==> src/rtl/if_stage_pkg.sv <==
// Shared processor package for the fetch stage: word width, bubble encoding,
// fetch FSM state type, IF/ID record and address alignment helper.
package if_stage_pkg;

  localparam int unsigned XLEN = 32;

  // Instruction word inserted into IF/ID when it carries a bubble.
  localparam logic [XLEN-1:0] NOP_INST = 32'd0;

  typedef enum logic [1:0] {
    S_BOOT = 2'd0,
    S_RUN  = 2'd1,
    S_HOLD = 2'd2
  } if_state_t;

  typedef struct packed {
    logic [XLEN-1:0] pc;
    logic [XLEN-1:0] instr;
    logic            valid;
  } if_id_t;

  // Redirect targets are forced onto a word boundary.
  function automatic logic [XLEN-1:0] align_word(input logic [XLEN-1:0] addr);
    return {addr[XLEN-1:2], 2'b00};
  endfunction

endpackage

==> src/rtl/if_stage_if.sv <==
// Fetch-stage bus: instruction memory port, redirect/stall controls from the
// rest of the pipeline, and the IF/ID register outputs toward decode.
interface if_stage_if;
  import if_stage_pkg::*;

  logic            freeze;
  logic            branch_taken;
  logic [XLEN-1:0] branch_addr;
  logic [XLEN-1:0] inst_pc;
  logic [XLEN-1:0] inst_data;
  logic [XLEN-1:0] pc_id;
  logic [XLEN-1:0] instruction_id;
  logic            valid_id;

  // Fetch stage side.
  modport master (
    input  freeze, branch_taken, branch_addr, inst_data,
    output inst_pc, pc_id, instruction_id, valid_id
  );

  // Pipeline / memory side.
  modport slave (
    output freeze, branch_taken, branch_addr, inst_data,
    input  inst_pc, pc_id, instruction_id, valid_id
  );

endinterface

==> src/rtl/if_id_reg.sv <==
// IF/ID pipeline register with clear (bubble), hold and load controls.
// Priority: rst/clear > hold > load; with none asserted the contents stay put.
module if_id_reg
  import if_stage_pkg::*;
(
  input  logic            clk,
  input  logic            rst,
  input  logic            load,
  input  logic            clear,
  input  logic            hold,
  input  logic [XLEN-1:0] pc_in,
  input  logic [XLEN-1:0] instr_in,
  output logic [XLEN-1:0] pc_out,
  output logic [XLEN-1:0] instr_out,
  output logic            valid_out
);

  if_id_t q;

  // Register update: bubble on reset/clear, otherwise hold or capture.
  // NOTE: clocked state is written with <= so every register samples the
  // pre-edge values of its inputs, independent of statement order.
  always_ff @(posedge clk) begin
    if (rst || clear) begin
      q <= '{pc: '0, instr: NOP_INST, valid: 1'b0};
    end else if (hold) begin
      q <= q;
    end else if (load) begin
      q <= '{pc: pc_in, instr: instr_in, valid: 1'b1};
    end
  end

  assign pc_out    = q.pc;
  assign instr_out = q.instr;
  assign valid_out = q.valid;

endmodule

==> src/rtl/if_stage.sv <==
// Instruction fetch stage: PC register, boot/run/hold FSM and the IF/ID
// register. Per edge: branch_taken > freeze > sequential advance; rst wins
// over everything. Optional performance counters (fetch_count, stall_count)
// are built only when IF_PERF_CNT_EN is defined.
module if_stage
  import if_stage_pkg::*;
#(
  parameter logic [XLEN-1:0] RESET_PC = 32'd0,
  parameter logic [XLEN-1:0] PC_STEP  = 32'd4
) (
  input  logic            clk,
  input  logic            rst,
  if_stage_if.master      bus
`ifdef IF_PERF_CNT_EN
  ,
  output logic [XLEN-1:0] fetch_count,
  output logic [XLEN-1:0] stall_count
`endif
);

  if_state_t       state_q, state_d;
  logic [XLEN-1:0] pc_q, pc_d;
  logic [XLEN-1:0] pc_next_seq;
  logic            ifid_load, ifid_clear, ifid_hold;

  assign pc_next_seq = pc_q + PC_STEP;  // wraps modulo 2^32
  assign bus.inst_pc = pc_q;

  // State and PC registers; synchronous reset back to the boot state.
  always_ff @(posedge clk) begin
    if (rst) begin
      state_q <= S_BOOT;
      pc_q    <= RESET_PC;
    end else begin
      state_q <= state_d;
      pc_q    <= pc_d;
    end
  end

  // Next-state, next-PC and IF/ID control selection.
  // NOTE: every output of this block gets a default first so no path leaves
  // a signal unassigned, which would otherwise infer a latch.
  always_comb begin
    state_d    = state_q;
    pc_d       = pc_q;
    ifid_load  = 1'b0;
    ifid_clear = 1'b0;
    ifid_hold  = 1'b0;
    if (bus.branch_taken) begin
      pc_d       = align_word(bus.branch_addr);
      ifid_clear = 1'b1;
      state_d    = S_RUN;
    end else if (bus.freeze) begin
      ifid_hold  = 1'b1;
      state_d    = S_HOLD;
    end else begin
      pc_d       = pc_next_seq;
      ifid_load  = 1'b1;
      state_d    = S_RUN;
    end
  end

  if_id_reg u_if_id_reg (
    .clk       (clk),
    .rst       (rst),
    .load      (ifid_load),
    .clear     (ifid_clear),
    .hold      (ifid_hold),
    .pc_in     (pc_next_seq),
    .instr_in  (bus.inst_data),
    .pc_out    (bus.pc_id),
    .instr_out (bus.instruction_id),
    .valid_out (bus.valid_id)
  );

`ifdef IF_PERF_CNT_EN
  // Count sequential fetches and stall cycles; both wrap naturally.
  always_ff @(posedge clk) begin
    if (rst) begin
      fetch_count <= '0;
      stall_count <= '0;
    end else begin
      if (ifid_load) fetch_count <= fetch_count + 32'd1;
      if (ifid_hold) stall_count <= stall_count + 32'd1;
    end
  end
`endif

endmodule

==> src/flat_wrapper.sv <==
// flat-port wrapper written by rule: the top's interface ports become plain ports
module if_stage_flat import if_stage_pkg::*;
#(
  parameter logic [XLEN-1:0] RESET_PC = 32'd0,
  parameter logic [XLEN-1:0] PC_STEP  = 32'd4
)
  (clk, rst, bus_freeze, bus_branch_taken, bus_branch_addr, bus_inst_data, bus_inst_pc, bus_pc_id, bus_instruction_id, bus_valid_id);
  if_stage_if bus_i ();
  input  logic clk;
  input  logic rst;
  input wire logic [$bits(bus_i.freeze)-1:0] bus_freeze;
  input wire logic [$bits(bus_i.branch_taken)-1:0] bus_branch_taken;
  input wire logic [$bits(bus_i.branch_addr)-1:0] bus_branch_addr;
  input wire logic [$bits(bus_i.inst_data)-1:0] bus_inst_data;
  output wire logic [$bits(bus_i.inst_pc)-1:0] bus_inst_pc;
  output wire logic [$bits(bus_i.pc_id)-1:0] bus_pc_id;
  output wire logic [$bits(bus_i.instruction_id)-1:0] bus_instruction_id;
  output wire logic [$bits(bus_i.valid_id)-1:0] bus_valid_id;
  assign bus_i.freeze = bus_freeze;
  assign bus_i.branch_taken = bus_branch_taken;
  assign bus_i.branch_addr = bus_branch_addr;
  assign bus_i.inst_data = bus_inst_data;
  assign bus_inst_pc = bus_i.inst_pc;
  assign bus_pc_id = bus_i.pc_id;
  assign bus_instruction_id = bus_i.instruction_id;
  assign bus_valid_id = bus_i.valid_id;
  if_stage #(.RESET_PC(RESET_PC), .PC_STEP(PC_STEP)) u_core (.clk(clk), .rst(rst), .bus(bus_i));
endmodule
==> config.mk <==
export PLATFORM = sky130hd
export DESIGN_NAME = if_stage_flat
export DESIGN_NICKNAME = d
export VERILOG_FILES = /design/src/rtl/if_stage_pkg.sv /design/src/rtl/if_stage_if.sv /design/src/rtl/if_id_reg.sv /design/src/rtl/if_stage.sv /design/src/flat_wrapper.sv
export SDC_FILE = /design/constraint.sdc
export NUM_CORES = 1
export LEC_CHECK = 0
export CAP_MARGIN = 0
export CORE_MARGIN = 2
export CORE_UTILIZATION = 30
export CTS_BUF_LIST = sky130_fd_sc_hd__clkbuf_16
export CTS_CLUSTER_SIZE = 8
export DETAILED_ROUTE_END_ITERATION = 12
export GPL_TIMING_DRIVEN = 0
export PLACE_DENSITY = 0.62
export SETUP_SLACK_MARGIN = 0.3
export SYNTH_ARGS = -nofsm -noshare
export SYNTH_HDL_FRONTEND = slang
export SYNTH_SLANG_ARGS = --single-unit
==> constraint.sdc <==
create_clock -name clk -period 2.75 [get_ports clk]
set_input_delay 0.55 -clock clk [delete_from_list [all_inputs] [get_ports clk]]
set_output_delay 0.55 -clock clk [all_outputs]
set_load 0.01 [all_outputs]
==> flow_summary_export.csv <==
group,metric,value,unit
outcome,outcome,"finished, final reports clean",
drt,via_per_inst,4.92,
grt,grt_pass1_vias,4245,
finish,final_area,6620,um2
synth,synth_ff_type,"dfxtp_1",
synth,synthCells,510,
die,coreArea,14500,um2
sta,max_slew_margin,51.6,%
place,post-place-ws,0.227,ns
critical_path,path_cells,"buf_2, nand4_1, clkbuf_1, nor4_1, nand3_1, xor2_1, a21oi_1",
synth,synthXorXnorAreaFrac,9.85,%
sta,post-route-min-period,2.28,ns
finish,num-nets-final,749,
die,die_w,126,um
finish,final_cell_mix,"clkdlybuf4s50_1, dfxtp_1, nor2_1, a21oi_1, mux2i_1",
finish,num_antenna_cells,0,
place,gp_congestion,0.856,
sta,final_max_slew_viol_count,0,
die,io_pins,165,
power_and_ir_drop,swShare,24.1,%
critical_path,slowest_stage,"nor4_1",
die,start_util,30.7,%
clocking,clk_latency,0.34,ns
grt,grt_start_max_net_pins,17,
sta,fin_ws,0.472,ns
sta,tns,0,ns
synth,synth_top_family_by_area,"simple AND/OR/NAND/NOR gates",
critical_path,cp.arrival,2.49,ns
place,place_inst,853,
die,fp-row-count,44,
sta,hold_slack,0.460,ns
synth,synth-seq-cells,93,
clocking,clkSlewWorstSetupHoldPaths,0.07,ns
finish,post-route-util,45.7,%
clocking,cts_tree,"built",
sta,clock.fmax,0.439,GHz
synth,ys_types,43,
clocking,htreeDepth,3,
finish,fin_cells,869,
run,cap_violations,0,
drt,first_iter_violations,341,
die,die_area,15800,um2
critical_path,r2r_slack,0.47,ns
sta,setup_viol,0,
synth,synthAdderAreaFrac,0.281,%
power_and_ir_drop,intPower,2.67,mW
grt,grt_overflow,0,
clocking,cts_buffers,9,
sta,finalClockSkew,0.00461,ns
worst_hold_path,min_path_type,"reg2reg",
drt,drc_errors,0,
finish,nFillCells,1393,
critical_path,crit_buf_inv,2,
critical_path,critPathKind,"reg2reg",
power_and_ir_drop,p_comb_share,14.6,%
critical_path,critPathMaxFanout,10,
grt,grt_pass1_wl,22300,um
sta,rsz0062_at_grt,"false",
synth,syn-cell-area,4450,um2
critical_path,worstSetupStartpointType,"flop",
clocking,cts_setup_buffers,0,
clocking,cts-hold-fix-buffers,0,
synth,ys_warn_count,0,
finish,layout_commonest_cell,"clkdlybuf4s50_1",
power_and_ir_drop,seqPwrFrac,41.7,%
power_and_ir_drop,max-vdd-ir-drop,0.326,mV
place,dp_hpwl,10800,um
critical_path,endpoint_kind,"flop",
synth,avgSynthCellArea,8.72,um2
finish,drive_gt1_share,7.01,%
power_and_ir_drop,p_per_area,531,nW/um2
clocking,cts_sinks,93,
critical_path,critPathMaxStageDelay,0.52,ns
sta,max_slew.worst_pin.slew,0.723,ns
finish,synthToLayoutAreaGrowth,48.9,%
clocking,cts_resized,0,
drt,dr.pass1.iters,5,
synth,synth_compound_area_share,12.5,%
synth,yosys.area_share.simple,20.8,%
synth,ys_seq_area_share,41.9,%
critical_path,cp.required,2.96,ns
place,post_dp_cell_area,6250,um2
power_and_ir_drop,p_clk_share,43.7,%
synth,synthMuxAreaShare,8.56,%
synth,synthArstFlopShare,0,%
die,die_h,126,um
clocking,cts_buffer_depth,2,
power_and_ir_drop,power,3.52,mW
drt,drtAntennaViolNets,0,
clocking,cts_root_buf,"clkbuf_16",
grt,antenna_found_initial,0,
critical_path,critical-path-top-delay-family,"simple AND/OR/NAND/NOR gates",
power_and_ir_drop,p_sw,847,uW
sta,fin_crit_sh,82.8,%
drt,dr_total_vias,4272,
power_and_ir_drop,p_leak,2.45,nW
sta,finalHoldViolations,0,
synth,synth_edf_count,0,
grt,track_usage,17.6,%
drt,drt-total-wl,14100,um
place,io_buffers,156,
drt,wl_per_cell,16.3,um
worst reg2reg max path, cell delays in order (launching register included):
cell,delay [ns]
dfxtp_1,0.33
buf_2,0.20
nand4_1,0.27
clkbuf_1,0.32
nor4_1,0.52
nand3_1,0.16
xor2_1,0.24
a21oi_1,0.10
sequential cells by signal (all words and copies together) (netlist names):
| name | cells |
|---|---|
| u_core.u_if_id_reg.pc_out | 30 |
| u_core.u_if_id_reg.instr_out | 32 |
| u_core.u_if_id_reg.valid_out | 1 |
| u_core.bus.inst_pc | 30 |
routing by layer:
metal,wire length [um],GRT usage [%],vias to the layer above
met4,288,6.72,0
met3,812,3.06,18
met1,6380,23.6,2028
met5,0,0,-
met2,6640,28.6,149
li1,-,-,2077
area by class of cell:
cell class	count	area [um2]	area share, %
timing repair buffer	156	1560	23.6
sequential	93	1860	28.1
multi-input combinational	359	2320	35.1
clock inverter	7	145	2.19
tap	184	230	3.48
inverter	17	63.8	0.964
clock buffer	9	225	3.40
buffer	44	208	3.14
final timing paths:
kind                                 from                             to  depth (start not counted)
max                 u_core.bus.inst_pc[5]  u_core.u_if_id_reg.pc_out[15]                          7
min          u_core.u_if_id_reg.valid_out   u_core.u_if_id_reg.valid_out                          2
max reg2reg         u_core.bus.inst_pc[5]  u_core.u_if_id_reg.pc_out[15]                          7
min reg2reg  u_core.u_if_id_reg.valid_out   u_core.u_if_id_reg.valid_out                          2
cells by family (layout without fill, tap and decap cells):
logic type,count (synthesis),count (layout)
muxes,38,38
DFF,93,93
buffers and inverters,61,233
adders and majority gates,1,1
xor gates and xnor gates,50,50
other,1,4
and+or+nand+nor,173,173
AOI/OAI and AO/OA,93,93
Yosys cell counts (all sizes together) (3+ instances only):
| cell | n | area share (%) |
|---|---|---|
| a211oi | 6 | 1.1 |
| a21oi | 39 | 4.4 |
| a311oi | 3 | 0.59 |
| buf | 23 | 2.9 |
| clkbuf | 21 | 1.8 |
| dfxtp | 93 | 42 |
| inv | 17 | 1.4 |
| mux2i | 38 | 8.6 |
| nand2 | 20 | 1.7 |
| nand3 | 15 | 2.0 |
| nand4 | 16 | 2.6 |
| nand4b | 4 | 1.1 |
| nor2 | 77 | 6.5 |
| nor2b | 9 | 1.3 |
| nor3 | 14 | 1.8 |
| nor4 | 5 | 1.7 |
| o21a | 11 | 1.9 |
| o21ai | 28 | 3.2 |
| or3 | 5 | 0.70 |
| xnor2 | 32 | 6.3 |
| xor2 | 18 | 3.5 |
power by group through the flow:
stage,logic [mW],registers (mW),clock network (mW)
3_3_place_gp,0.505,1.49,0
6_report,0.512,1.47,1.54
5_1_grt,0.553,1.47,1.62
2_1_floorplan,0.216,1.51,0
4_1_cts,0.516,1.47,1.58
3_5_place_dp,0.512,1.50,0
No activity file was read; power rests on OpenSTA's default activity.
==> RTL change (same settings) <==
Change the package constant `XLEN` from 32 to 16.
--- a/src/rtl/if_stage_pkg.sv
+++ b/src/rtl/if_stage_pkg.sv
@@ -3,5 +3,5 @@
 package if_stage_pkg;
 
-  localparam int unsigned XLEN = 32;
+  localparam int unsigned XLEN = 16;
 
   // Instruction word inserted into IF/ID when it carries a bubble.
Ports: changed (5 resized); port bits go from 165 to 85. No check against the original RTL was run, so the function may have changed too.
==> RTL change against the unedited design <==
- utilization grew 1.2 points
- largest power group is now sequential cells
- power is 53% lower
- via count decreased by 56%
- critical path type is now flip-flop to primary output
- worst setup slack better by 310 ps
- count of clock-buffer cells in the layout is 4 lower
- final area fell by 52%
- wire length decreased by 62%
- cell count decreased by 51%
- sequential cell count down 48
- area after synthesis is 52% lower
==> RTL change: results (changes against the unedited design) <==
Power and ir drop
  • Leakage: 1.24 nW (was 2.45 nW)
  • Switch Pwr: 0.389 mW (was 0.847 mW)
  • Peak supply drop: 0.000243 V (was 0.000326 V)

Worst setup path
  • Worst EP arrival: 1410 ps (was 2490 ps)
  • Largest delay share family, worst path: buffers and inverters (was simple AND/OR/NAND/NOR gates)
  • R2R depth: 5 (was 7)
  • Slowest CP cell: clkdlybuf4s50_1 (was nor4_1)
  • CP max FO: 7 (was 10)
  • CP peak stage delay: 630 ps (was 520 ps)

GRT
  • Met2 usage: 21.8% (was 28.6%)
  • Largest net degree at the start of global routing: 15 (was 17)
  • GR Util met1: 19.9% (was 23.6%)
  • GRT Overall Usage: 14.2% (was 17.6%)
  • First-pass GRT wire length: 8670 um (was 22300 um)
  • Met3 usage: 3.11% (was 3.06%)

Drt
  • Vias per cell: 4.42 (was 4.92)
  • DRT Pass-1 Iters: 4 (was 5)
  • DR iter-0 viols: 58 (was 341)
  • WL final: 5440 um (was 14100 um)

Synth
  • Synth top cells by count: dfxtp_1 (45), nor2_1 (31), a21oi_1 (22), mux2i_1 (17), o21ai_0 (12) (was dfxtp_1 (93), nor2_1 (77), a21oi_1 (39), mux2i_1 (38), xnor2_1 (32))
  • Netlist cell types: 36 (was 43)
  • Sequential area share after synthesis: 42.4% (was 41.9%)
  • Post-synthesis xor/xnor area fraction: 8.66% (was 9.85%)
  • Post-synthesis mux area share: 8.01% (was 8.56%)
  • Adder-cell share of the synthesized area: 0.589% (was 0.281%)
  • Post-synthesis compound-gate area fraction: 14.1% (was 12.5%)
  • Area share of the largest cell type after synthesis: 42.4% (was 41.9%)
  • Area contributors post-synth: dfxtp_1 (42%), mux2i_1 (8.0%), nor2_1 (5.5%), a21oi_1 (5.2%), xor2_1 (4.5%) (was dfxtp_1 (42%), mux2i_1 (8.6%), nor2_1 (6.5%), xnor2_1 (6.3%), a21oi_1 (4.4%))

Clock network
  • CTS buffer count: 5 (was 9)
  • H-Tree Depth: 2 (was 3)
  • Worst-Skew Late Latency: 290 ps (was 340 ps)
  • Clk slew on worst S/H paths: 60 ps

Finish
  • Max FFs per register: 16 (was 32)
  • Layout cell share with drive strength beyond 1: 9.73% (was 7.01%)
  • Fillers: 706 (was 1393)
  • Nets@finish: 365 (was 749)

Status
  • Status: finished clean (unchanged)

Placed design
  • GPL Wtd Cong: 0.799 (was 0.856)
  • Buffers on Ports: 78 (was 156)
  • Placed wire-length estimate: 4130 um (was 10800 um)

STA
  • Max Clock Skew: 5.92 ps (was 4.61 ps)
  • Relative slew slack: 66.1% (was 51.6%)
==> RTL change: per-stage QoR <==
step,worst slack [ps],hold WS [ps],cells,util (%),cell area [sq um]
finish,786,452,425,46.9,3200
global route,695,474,425,46.9,3200
CTS,781,458,425,46.9,3200
detailed placement,533,446,417,44.5,3040
global placement,583,433,417,44.5,3040
floorplan,1170,470,243,-,2140
==> RTL change: per-layer routing <==
layer	vias up	share of wire, %
li1	978	-
met1	846	49
met2	48	45
met3	7	5.1
met4	0	1.5
met5	-	0
==> RTL change: area by class of cell <==
class	count	area, sq um	area share (%)
Sequential cell	45	901	28.1
Buffer	21	115	3.59
Multi-Input combinational cell	167	1080	33.8
Tap cell	96	120	3.75
Timing Repair Buffer	78	781	24.4
Clock inverter	3	41.3	1.29
Clock buffer	5	125	3.91
Inverter	10	37.5	1.17
==> RTL change: worst paths after layout <==
path / start / end / slack (ps)
worst min-delay path: u_core.u_if_id_reg.valid_out / u_core.u_if_id_reg.valid_out / 450
worst max register to register: u_core.bus.inst_pc[2] / u_core.u_if_id_reg.pc_out[14] / 990
worst min register to register: u_core.u_if_id_reg.valid_out / u_core.u_if_id_reg.valid_out / 450
worst max-delay path: u_core.bus.inst_pc[2] / bus_inst_pc[2] / 790
==> RTL change: cell families (layout without fill, tap and decap cells) <==
group,after synthesis,in the layout
compound gates,51,51
xor+xnor,21,21
fa+ha+maj,1,1
buf+inv,31,117
flops,45,45
mux,17,17
other cells,1,4
simple gates,73,73
==> RTL change: power by group through the flow <==
stage | registers, mW | logic (mW) | clock network [mW]
finish | 0.707 | 0.258 | 0.675
floorplan | 0.730 | 0.115 | 0
detailed placement | 0.721 | 0.258 | 0
CTS | 0.707 | 0.260 | 0.686
global placement | 0.721 | 0.257 | 0
global route | 0.710 | 0.283 | 0.717
